<file path="src/rtl/ahb_arb_pkg.sv">
// Shared types for the two-master AHB arbiter: FSM state encoding, master ids
// and a helper that maps a master id onto its grant state.
// Imported by ahb_bus_arbiter; no logic of its own.
package ahb_arb_pkg;

  typedef enum logic [1:0] {
    IDLE   = 2'd0,
    GRANT1 = 2'd1,
    GRANT2 = 2'd2
  } arb_state_e;

  // Master ids double as address/data mux select values.
  localparam logic M1 = 1'b0;
  localparam logic M2 = 1'b1;

  function automatic arb_state_e grant_state(input logic id);
    return (id == M2) ? GRANT2 : GRANT1;
  endfunction

endpackage

</file>
<file path="src/rtl/ahb_beat_counter.sv">
// Purpose: counts address beats within one grant; flags the last beat of a burst.
// Latency: count updates on the clk edge after inc/clr; term is combinational from the count.
// Backpressure: none of its own; the caller withholds inc while hready is low.
// Ports: clk, rst (async active-high), inc, clr (clr wins over inc), cnt, term (cnt == BURST_LEN-1).
module ahb_beat_counter #(
  parameter int BURST_LEN = 4,
  parameter int CNT_W     = $clog2(BURST_LEN) + 1
) (
  input  logic             clk,
  input  logic             rst,
  input  logic             inc,
  input  logic             clr,
  output logic [CNT_W-1:0] cnt,
  output logic             term
);

  localparam logic [CNT_W-1:0] LAST = CNT_W'(BURST_LEN - 1);

  always_ff @(posedge clk or posedge rst) begin
    if (rst) begin
      cnt <= '0;
    end else if (clr) begin
      cnt <= '0;
    end else if (inc) begin
      cnt <= cnt + CNT_W'(1);
    end
  end

  assign term = (cnt == LAST);

endmodule

</file>
<file path="src/rtl/ahb_bus_arbiter.sv">
// Purpose: two-master AHB arbiter; sequences HADDR/HWDATA load enables and address/data mux selects.
// Latency: request in IDLE -> grant 1 cycle; address beat -> data load on the next hready cycle.
// Backpressure: hready=0 freezes state, beat count, grants, muxes and data phase; no sel asserted.
// Ports: clk, rst (async active-high), hbusreq_1/2 in, hready in;
//        hgrant_1/2 (registered), sel1/sel2 address loads, sel3/sel4 data loads,
//        mux1 address select, mux2 data select, hmaster (= mux1).
// Build option: AHB_ARB_ROUND_ROBIN_EN -> ties go to the master that did not own the bus last;
//               otherwise master 1 wins ties.
module ahb_bus_arbiter
  import ahb_arb_pkg::*;
#(
  parameter int BURST_LEN = 4
) (
  input  logic clk,
  input  logic rst,
  input  logic hbusreq_1,
  input  logic hbusreq_2,
  input  logic hready,
  output logic hgrant_1,
  output logic hgrant_2,
  output logic sel1,
  output logic sel2,
  output logic sel3,
  output logic sel4,
  output logic mux1,
  output logic mux2,
  output logic hmaster
);

  localparam int CNT_W = $clog2(BURST_LEN) + 1;

  arb_state_e       state;
  logic [CNT_W-1:0] beat_cnt;
  logic             cnt_term;
  logic             data_owner;
  logic             data_vld;

  logic beat;
  logic own_req;
  logic other_req;
  logic rearb;
  logic tie_pick;
  logic idle_pick;
  logic grant_en;
  logic grant_id;
  logic release_bus;

`ifdef AHB_ARB_ROUND_ROBIN_EN
  logic last_owner;
  assign tie_pick = ~last_owner;
`else
  assign tie_pick = M1;
`endif

  assign idle_pick = (hbusreq_1 && hbusreq_2) ? tie_pick : (hbusreq_1 ? M1 : M2);

  // Re-arbitration happens only on a beat: burst exhausted or owner dropped its request.
  always_comb begin
    beat        = (state != IDLE) && hready;
    own_req     = (state == GRANT2) ? hbusreq_2 : hbusreq_1;
    other_req   = (state == GRANT2) ? hbusreq_1 : hbusreq_2;
    rearb       = beat && (cnt_term || !own_req);
    grant_en    = 1'b0;
    grant_id    = M1;
    release_bus = 1'b0;
    case (state)
      IDLE: begin
        grant_en = hbusreq_1 || hbusreq_2;
        grant_id = idle_pick;
      end
      GRANT1, GRANT2: begin
        if (rearb) begin
          if (other_req) begin
            // The waiting master always gets the bus at the end of a burst.
            grant_en = 1'b1;
            grant_id = ~mux1;
          end else if (!own_req) begin
            release_bus = 1'b1;
          end
          // Own request still set and nobody else waiting: stay, counter restarts.
        end
      end
      default: release_bus = 1'b1;
    endcase
  end

  ahb_beat_counter #(
    .BURST_LEN (BURST_LEN),
    .CNT_W     (CNT_W)
  ) u_beat_counter (
    .clk  (clk),
    .rst  (rst),
    .inc  (beat && !rearb),
    .clr  ((state == IDLE) || rearb),
    .cnt  (beat_cnt),
    .term (cnt_term)
  );

  always_ff @(posedge clk or posedge rst) begin
    if (rst) begin
      state      <= IDLE;
      hgrant_1   <= 1'b0;
      hgrant_2   <= 1'b0;
      mux1       <= M1;
      data_owner <= M1;
      data_vld   <= 1'b0;
`ifdef AHB_ARB_ROUND_ROBIN_EN
      last_owner <= M1;
`endif
    end else begin
      // Data phase trails the address phase by one hready beat.
      if (hready) begin
        data_vld <= beat;
        if (beat) begin
          data_owner <= mux1;
        end
      end
      if (grant_en) begin
        state    <= grant_state(grant_id);
        hgrant_1 <= (grant_id == M1);
        hgrant_2 <= (grant_id == M2);
        mux1     <= grant_id;
`ifdef AHB_ARB_ROUND_ROBIN_EN
        last_owner <= grant_id;
`endif
      end else if (release_bus) begin
        // mux1 keeps the last owner while idle; nothing loads without a grant.
        state    <= IDLE;
        hgrant_1 <= 1'b0;
        hgrant_2 <= 1'b0;
      end
    end
  end

  assign sel1    = hgrant_1 && hready;
  assign sel2    = hgrant_2 && hready;
  assign sel3    = data_vld && hready && (data_owner == M1);
  assign sel4    = data_vld && hready && (data_owner == M2);
  assign mux2    = data_owner;
  assign hmaster = mux1;

endmodule

</file>
<file path="config.mk">
export PLATFORM = sky130hd
export DESIGN_NAME = ahb_bus_arbiter
export DESIGN_NICKNAME = d
export VERILOG_FILES = /design/src/rtl/ahb_arb_pkg.sv /design/src/rtl/ahb_beat_counter.sv /design/src/rtl/ahb_bus_arbiter.sv
export SDC_FILE = /design/constraint.sdc
export NUM_CORES = 1
export LEC_CHECK = 0
export ABC_CLOCK_PERIOD_IN_PS = 1800
export BUFFER_PORTS_ARGS = -buffer_cell sky130_fd_sc_hd__buf_2
export CORE_UTILIZATION = 40
export CTS_CLUSTER_DIAMETER = 100
export DETAILED_ROUTE_END_ITERATION = 8
export GPL_TIMING_DRIVEN = 0
export PLACE_DENSITY = 0.66
export SYNTH_ARGS = -nofsm -noshare
export SYNTH_HDL_FRONTEND = slang
export SYNTH_HIERARCHICAL = 1
export SYNTH_SLANG_ARGS = --single-unit
</file>
<file path="constraint.sdc">
create_clock -name clk -period 1.8 [get_ports clk]
set_input_delay 0.45 -clock clk [delete_from_list [all_inputs] [get_ports clk]]
set_output_delay 0.45 -clock clk [all_outputs]
set_load 0.01 [all_outputs]
</file>
==> flow_metrics.tcl, run 1 <==
set metrics [dict create \
    ctsHoldBuffers 0 \
    ys_ff_latch 8 \
    numCtsBuffers 3 \
    instances_no_fill 87 \
    grt_pass1_vias 359 \
    crit_fanout 3 \
    die-area_sq_mm 0.001469 \
    yosysMostFrequentCell "dfrtp_1" \
    antenna_found_initial 0 \
    dpl-instance-area_sq_um 610.6 \
    cts.sinks 8 \
    power_leakage_uw 0.0003683 \
    yosys.area.top_type "dfrtp_1" \
    powerDensity_mw_per_mm2 1456 \
    wl_per_cell_microns 11.97 \
    root_buffer "clkbuf_4" \
    crit_path_end "hgrant_2" \
    syn-cell-area_sq_um 528.0 \
    port_buffers 13 \
    rows 12 \
    drtAntennaViolNets 0 \
    finalHoldViolations 0 \
    setup_tns_ns 0 \
    top_level_ports 14 \
    setup_viol 0 \
    first_pass_iters 4 \
    worstSetupStartpoint "state[0]" \
    clockPowerShare_pct 12.0 \
    fin_worst_hold_slack_ns 0.06556 \
    drv_slew 0 \
    ys_seq_area_share_pct 37.91 \
    r2r-start "state[0]" \
    relSlewSlack_pct 81.86 \
    clock_latency_ns 0.24 \
    dp_hpwl_microns 746.5 \
    wl_microns 1041 \
    rsz0062_at_grt "yes" \
    fp.dieH_microns 38.33 \
    synthFlopType "dfrtp_1" \
    swShare_pct 38.11 \
    startpoint_type "flop" \
    drt_first_iter_violations 11 \
    fin_crit_ns 1.796 \
    vias_per_cell 4.885 \
    synthTopCellsByCount "dfrtp_1 (8), inv_1 (7), nor2_1 (6), ha_1 (5)" \
    synth.area.top_cells "dfrtp_1 (38%), ha_1 (12%), mux2_2 (6.4%), mux2i_1 (5.7%), inv_1 (5.0%)" \
    final_util_pct 61.75 \
    hold_path_class "primary input to asynchronous set/reset pin" \
    diodes 0 \
    drc 0 \
    seq_area_sq_um 200.2 \
    syn_avg_cell_area_sq_um 10.15 \
    grt_start_max_net_pins 10 \
    skew_ns 0.004172 \
    synth_edf_count 0 \
    fmax_ghz 0.5569 \
    max-cap-violations 0 \
    worst_pin_slew_ns 0.2720 \
    yosysUniqueCellTypes 22 \
    reg2reg_to "hgrant_2" \
    synthCells 52 \
    switchingPower_uw 401.4 \
    r2r_cells 6 \
    grt_overflow_total 0 \
    die_w_microns 38.33 \
    finalInstanceArea_sq_um 723.2 \
    p_int_uw 651.9 \
    required_ns 1.92 \
    via_count 425 \
    ys_async_sr_fraction_pct 100.0 \
    period_share_pct 99.75 \
    end_kind "flop" \
    status "completed" \
    grt_pass1_wl_microns 1538 \
    place_congestion 0.7135 \
    drive_gt1_share_pct 53.42 \
    p_comb_share_pct 59.7 \
    htree_num_levels 1 \
    ir_drop_mv 0.7106 \
    floorplan.initialDensity_pct 45.09 \
    seq_power_share_pct 28.3 \
    cp.arrival_ns 1.92 \
    grt_usage_pct 15.34 \
    synth_fp_nets 62 \
    nets 85 \
    core_area_sq_mm 0.001171 \
    r2r_slack_ns 0.004 \
    cts_tree "done" \
    clockBufferDepth 2 \
    dp.cells 79 \
    multi_input_area_sq_um 346.6 \
    crit_type "flop to flop" \
    fillCellCount 106 \
    synth_top_area_share_pct 37.91 \
    ys_warn_count 6 \
    area_delta_synth_final_pct 36.97 \
    path_clk_slew_ns 0.05 \
]
[worst min path at each step]
stage / start / end / slack (ns) / depth (start not counted)
global placement: rst / u_beat_counter/cnt[2] / 0.33 / 2
detailed placement: rst / u_beat_counter/cnt[0] / 0.33 / 2
finish: rst / u_beat_counter/cnt[1] / 0.07 / 2
global route: rst / u_beat_counter/cnt[0] / 0.06 / 2
CTS: rst / u_beat_counter/cnt[2] / 0.06 / 2
floorplan: rst / u_beat_counter/cnt[0] / 0.20 / 1
[cell type report]
type                    instances  area share, %
clock buffers                   3          3.114
well taps                      14          2.422
plain buffers                   1          1.038
repair buffers                 18          14.19
inverters                       7          3.633
multi-input cells              36          47.92
flip-flops and latches          8          27.68
[per-stage QoR]
stage / power [uW] / worst slack [ns]
2_1_floorplan: 628.5 / 0.02539
3_3_place_gp: 744.1 / -0.02894
3_5_place_dp: 758.8 / -0.04841
4_1_cts: 927.3 / 0.0004117
5_1_grt: 1141 / -0.05441
6_report: 1053 / 0.004463
[flip-flops by register name (all words and copies together) (netlist names)]
signal / count
u_beat_counter/cnt: 3
data_vld: 1
hgrant_2: 1
hmaster: 1
mux2: 1
state: 1
[power groups by stage]
stage / clock network, uW / registers [uW] / logic (uW)
floorplan: 0 / 310 / 319
global placement: 0 / 300 / 444
detailed placement: 0 / 306 / 453
CTS: 131 / 295 / 501
global route: 144 / 307 / 690
finish: 126 / 298 / 629
[cell families after synthesis]
family | share of synthesized area, %
AO/OA/AOI/OAI | 12.32
flip-flops | 37.91
adder cells (fa/ha/maj) | 11.85
XOR/XNOR | 1.659
buffers and inverters | 6.400
AND/OR/NAND/NOR | 15.64
multiplexers | 14.22
[per-layer routing]
metal | track usage, % | vias up | wire, microns
met5 | 0 | - | 0
met4 | 7.759 | 0 | 0
met3 | 0 | 0 | 30
met2 | 22.46 | 10 | 505
met1 | 23.25 | 197 | 505
li1 | - | 218 | -
[what timing repair did]
| action | CTS | global route |
|---|---|---|
| gates resized for setup | 1 | 11 |
| setup buffers | 2 | 3 |
| pin swaps | 1 | 2 |
| setup endpoints to repair | 3 | 4 |
| gates cloned | 0 | 0 |
[placed cells by master (no fill, tap or decap), drive strengths merged, types with 2 or more instances in the layout]
| cell | Yosys | routed |
|---|---|---|
| mux2 | 4 | 4 |
| ha | 5 | 5 |
| nand2 | 2 | 2 |
| mux2i | 3 | 3 |
| buf | 1 | 19 |
| nor2 | 6 | 6 |
| a21oi | 2 | 2 |
| inv | 7 | 7 |
| dfrtp | 8 | 8 |
| o21ai | 2 | 2 |
| and2 | 2 | 2 |
| clkbuf | 0 | 3 |
[worst max-delay path: stages, from the launching register on]
cell and delay (ns):
dfrtp_1 0.39, inv_2 0.12, ha_4 0.17, mux2i_4 0.23
o2111ai_2 0.17, a21oi_2 0.27, mux2_4 0.33
Note: power is estimated with default switching activity, not from simulation.
==> run 2: changes to the inputs <==
- ABC_AREA: unset -> 1
- PLACE_DENSITY: 0.66 -> unset
==> flow_metrics.tcl, run 2 <==
set metrics [dict create \
    synth.area.top_cells "dfrtp_1 (33%), nand2_1 (14%), inv_1 (12%), ha_1 (10%), nand3_1 (4.1%)" \
    place_congestion 0.7153 \
    core_area_sq_mm 0.001350 \
    fp.dieH_microns 40.99 \
    ctsHoldBuffers 0 \
    path_clk_slew_ns 0.05 \
    clock_latency_ns 0.25 \
    regMostFlops "u_beat_counter/cnt" \
    fin_crit_ns 1.644 \
    layout_commonest_cell "nand2_1" \
    path_cells "inv_1 -> ha_1 -> nor2_8 -> inv_1 -> nor2_1 -> nor2_2 -> nand2_1 -> nand2_1" \
    drive_gt1_share_pct 30.00 \
    die_w_microns 40.99 \
    final_cell_mix "nand2_1 (23), inv_1 (19), buf_2 (13)" \
    postCtsSetupRepairBufs 0 \
    cts_tree "done" \
    ir_drop_mv 0.4995 \
    synth_edf_count 0 \
    dp_hpwl_microns 898 \
    hold_path_class "primary input to asynchronous set/reset pin" \
    grt_pass1_vias 448 \
    largest_reg_flops 3 \
    floorplan.initialDensity_pct 45.04 \
    status "completed" \
    yosysMostFrequentCell "nand2_1" \
    r2r-start "state[0]" \
    cp.depth 8 \
    port_buffers 13 \
    area_delta_synth_final_pct 17.49 \
    cts-resized-gates 0 \
    fin_worst_hold_slack_ns 0.07026 \
    ys_seq_area_share_pct 32.92 \
    antenna_found_initial 0 \
    die-area_sq_mm 0.001680 \
    seq_area_sq_um 200.2 \
    worst_slack_ns 0.1559 \
    synth_adder_area_share_pct 10.29 \
    power_leakage_uw 0.0004550 \
    wl_per_cell_microns 9.270 \
    r2r_slack_ns 0.16 \
    critPathTopFamily "simple AND/OR/NAND/NOR gates" \
    grt_overflow_total 0 \
    rsz0062_at_grt "no" \
    drv_slew 0 \
    grt_usage_pct 15.80 \
    via_count 519 \
    crit_type "flop to flop" \
    nets 112 \
    grt_pass1_wl_microns 1711 \
    synth_top_family_by_area "simple AND/OR/NAND/NOR gates" \
    crit_fanout 5 \
    max-cap-violations 0 \
    vias_per_cell 4.513 \
    yosysUniqueCellTypes 18 \
    synthTopCellsByCount "nand2_1 (23), inv_1 (19), dfrtp_1 (8), ha_1 (5), nand3_1 (5)" \
    critical_path_buf_inv_count 2 \
    first_pass_iters 4 \
    fillCellCount 133 \
    synthXorXnorAreaFrac_pct 0 \
    worst_pin_slew_ns 0.2909 \
    finalHoldViolations 0 \
    setup_viol 0 \
    yosys.area_share.simple_pct 39.51 \
    powerDensity_mw_per_mm2 1339 \
    synth_fp_nets 94 \
    cp_slowest_cell "dfrtp_1" \
    cts.sinks 8 \
    synth_compound_area_share_pct 2.469 \
    skew_ns 0.004790 \
    numCtsBuffers 3 \
    muxShareOfSynthArea_pct 0 \
    rows 13 \
    drc 0 \
    cp.arrival_ns 1.78 \
    end_kind "flop" \
    clockBufferDepth 2 \
    diodes 0 \
    crit_path_end "u_beat_counter/cnt[0]" \
    root_buffer "clkbuf_4" \
    setup_tns_ns 0 \
    synthCells 84 \
    syn_avg_cell_area_sq_um 7.239 \
    drt_first_iter_violations 8 \
    multi_input_area_sq_um 317.8 \
    grt_start_max_net_pins 6 \
    top_level_ports 14 \
    synthFlopType "dfrtp_1" \
    startpoint_type "flop" \
    required_ns 1.93 \
    place_ws_ns 0.1750 \
    ys_warn_count 6 \
    ys_ff_latch 8 \
    syn-cell-area_sq_um 608.1 \
    ys_async_sr_fraction_pct 100.0 \
    fmax_ghz 0.6082 \
    synth_top_area_share_pct 32.92 \
    wl_microns 1066 \
    htree_num_levels 1 \
    relSlewSlack_pct 80.53 \
    drtAntennaViolNets 0 \
    reg2reg_to "u_beat_counter/cnt[0]" \
    max_stage_delay_ns 0.41 \
    period_share_pct 91.34 \
    yosys.area.top_type "dfrtp_1" \
    worstSetupStartpoint "state[0]" \
    r2r_cells 8 \
]
run 2: kinds of logic (layout without fill, tap and decap cells):
logic type / count (synthesis) / count (layout)
fa+ha+maj: 5 / 5
compound gates: 3 / 3
buf+inv: 23 / 39
simple gates: 45 / 45
flops: 8 / 8
run 2: worst min path at each step:
stage | to | from | cells past startpoint
5_1_grt | u_beat_counter/cnt[1] | rst | 2
6_report | u_beat_counter/cnt[0] | rst | 2
4_1_cts | u_beat_counter/cnt[0] | rst | 2
3_5_place_dp | u_beat_counter/cnt[0] | rst | 2
3_3_place_gp | u_beat_counter/cnt[0] | rst | 2
2_1_floorplan | u_beat_counter/cnt[0] | rst | 1
run 2: cell type report:
class | count | area share, %
Multi-Input combinational cell | 53 | 44.48
Sequential cell | 8 | 28.02
Inverter | 22 | 11.56
Timing Repair Buffer | 13 | 9.107
Clock buffer | 3 | 3.152
Tap cell | 15 | 2.627
Buffer | 1 | 1.051
run 2: where the power goes:
group / internal [uW] / switching [uW] / total (uW)
clock: 76.0 / 56.7 / 133
combinational: 202 / 332 / 534
sequential: 238 / 52.5 / 290
total: 516 / 441 / 957
run 2: worst register-to-register path, stage by stage (launching register included):
cell     delay (ns)
dfrtp_1        0.41
inv_1          0.09
ha_1           0.30
nor2_8         0.16
inv_1          0.09
nor2_1         0.26
nor2_2         0.08
nand2_1        0.07
nand2_1        0.06
run 2: metal layers:
layer | up-vias | part of all wire, % | GRT usage (%)
li1 | 284 | - | -
met4 | 0 | 0 | 0
met1 | 228 | 45 | 17.55
met3 | 0 | 3.0 | 8.152
met2 | 7 | 52 | 28.13
met5 | - | 0 | 0
run 2: metrics by stage:
| stage | std cells | instance area [sq um] | power [uW] | utilization (%) |
|---|---|---|---|---|
| after global placement | 112 | 691.9 | 824.0 | 51.25 |
| final | 115 | 714.4 | 956.9 | 52.92 |
| after floorplan | 84 | 608.1 | 694.6 | - |
| after detailed placement | 112 | 691.9 | 830.9 | 51.25 |
| after CTS | 115 | 714.4 | 971.8 | 52.92 |
| after global routing | 115 | 714.4 | 1073 | 52.92 |
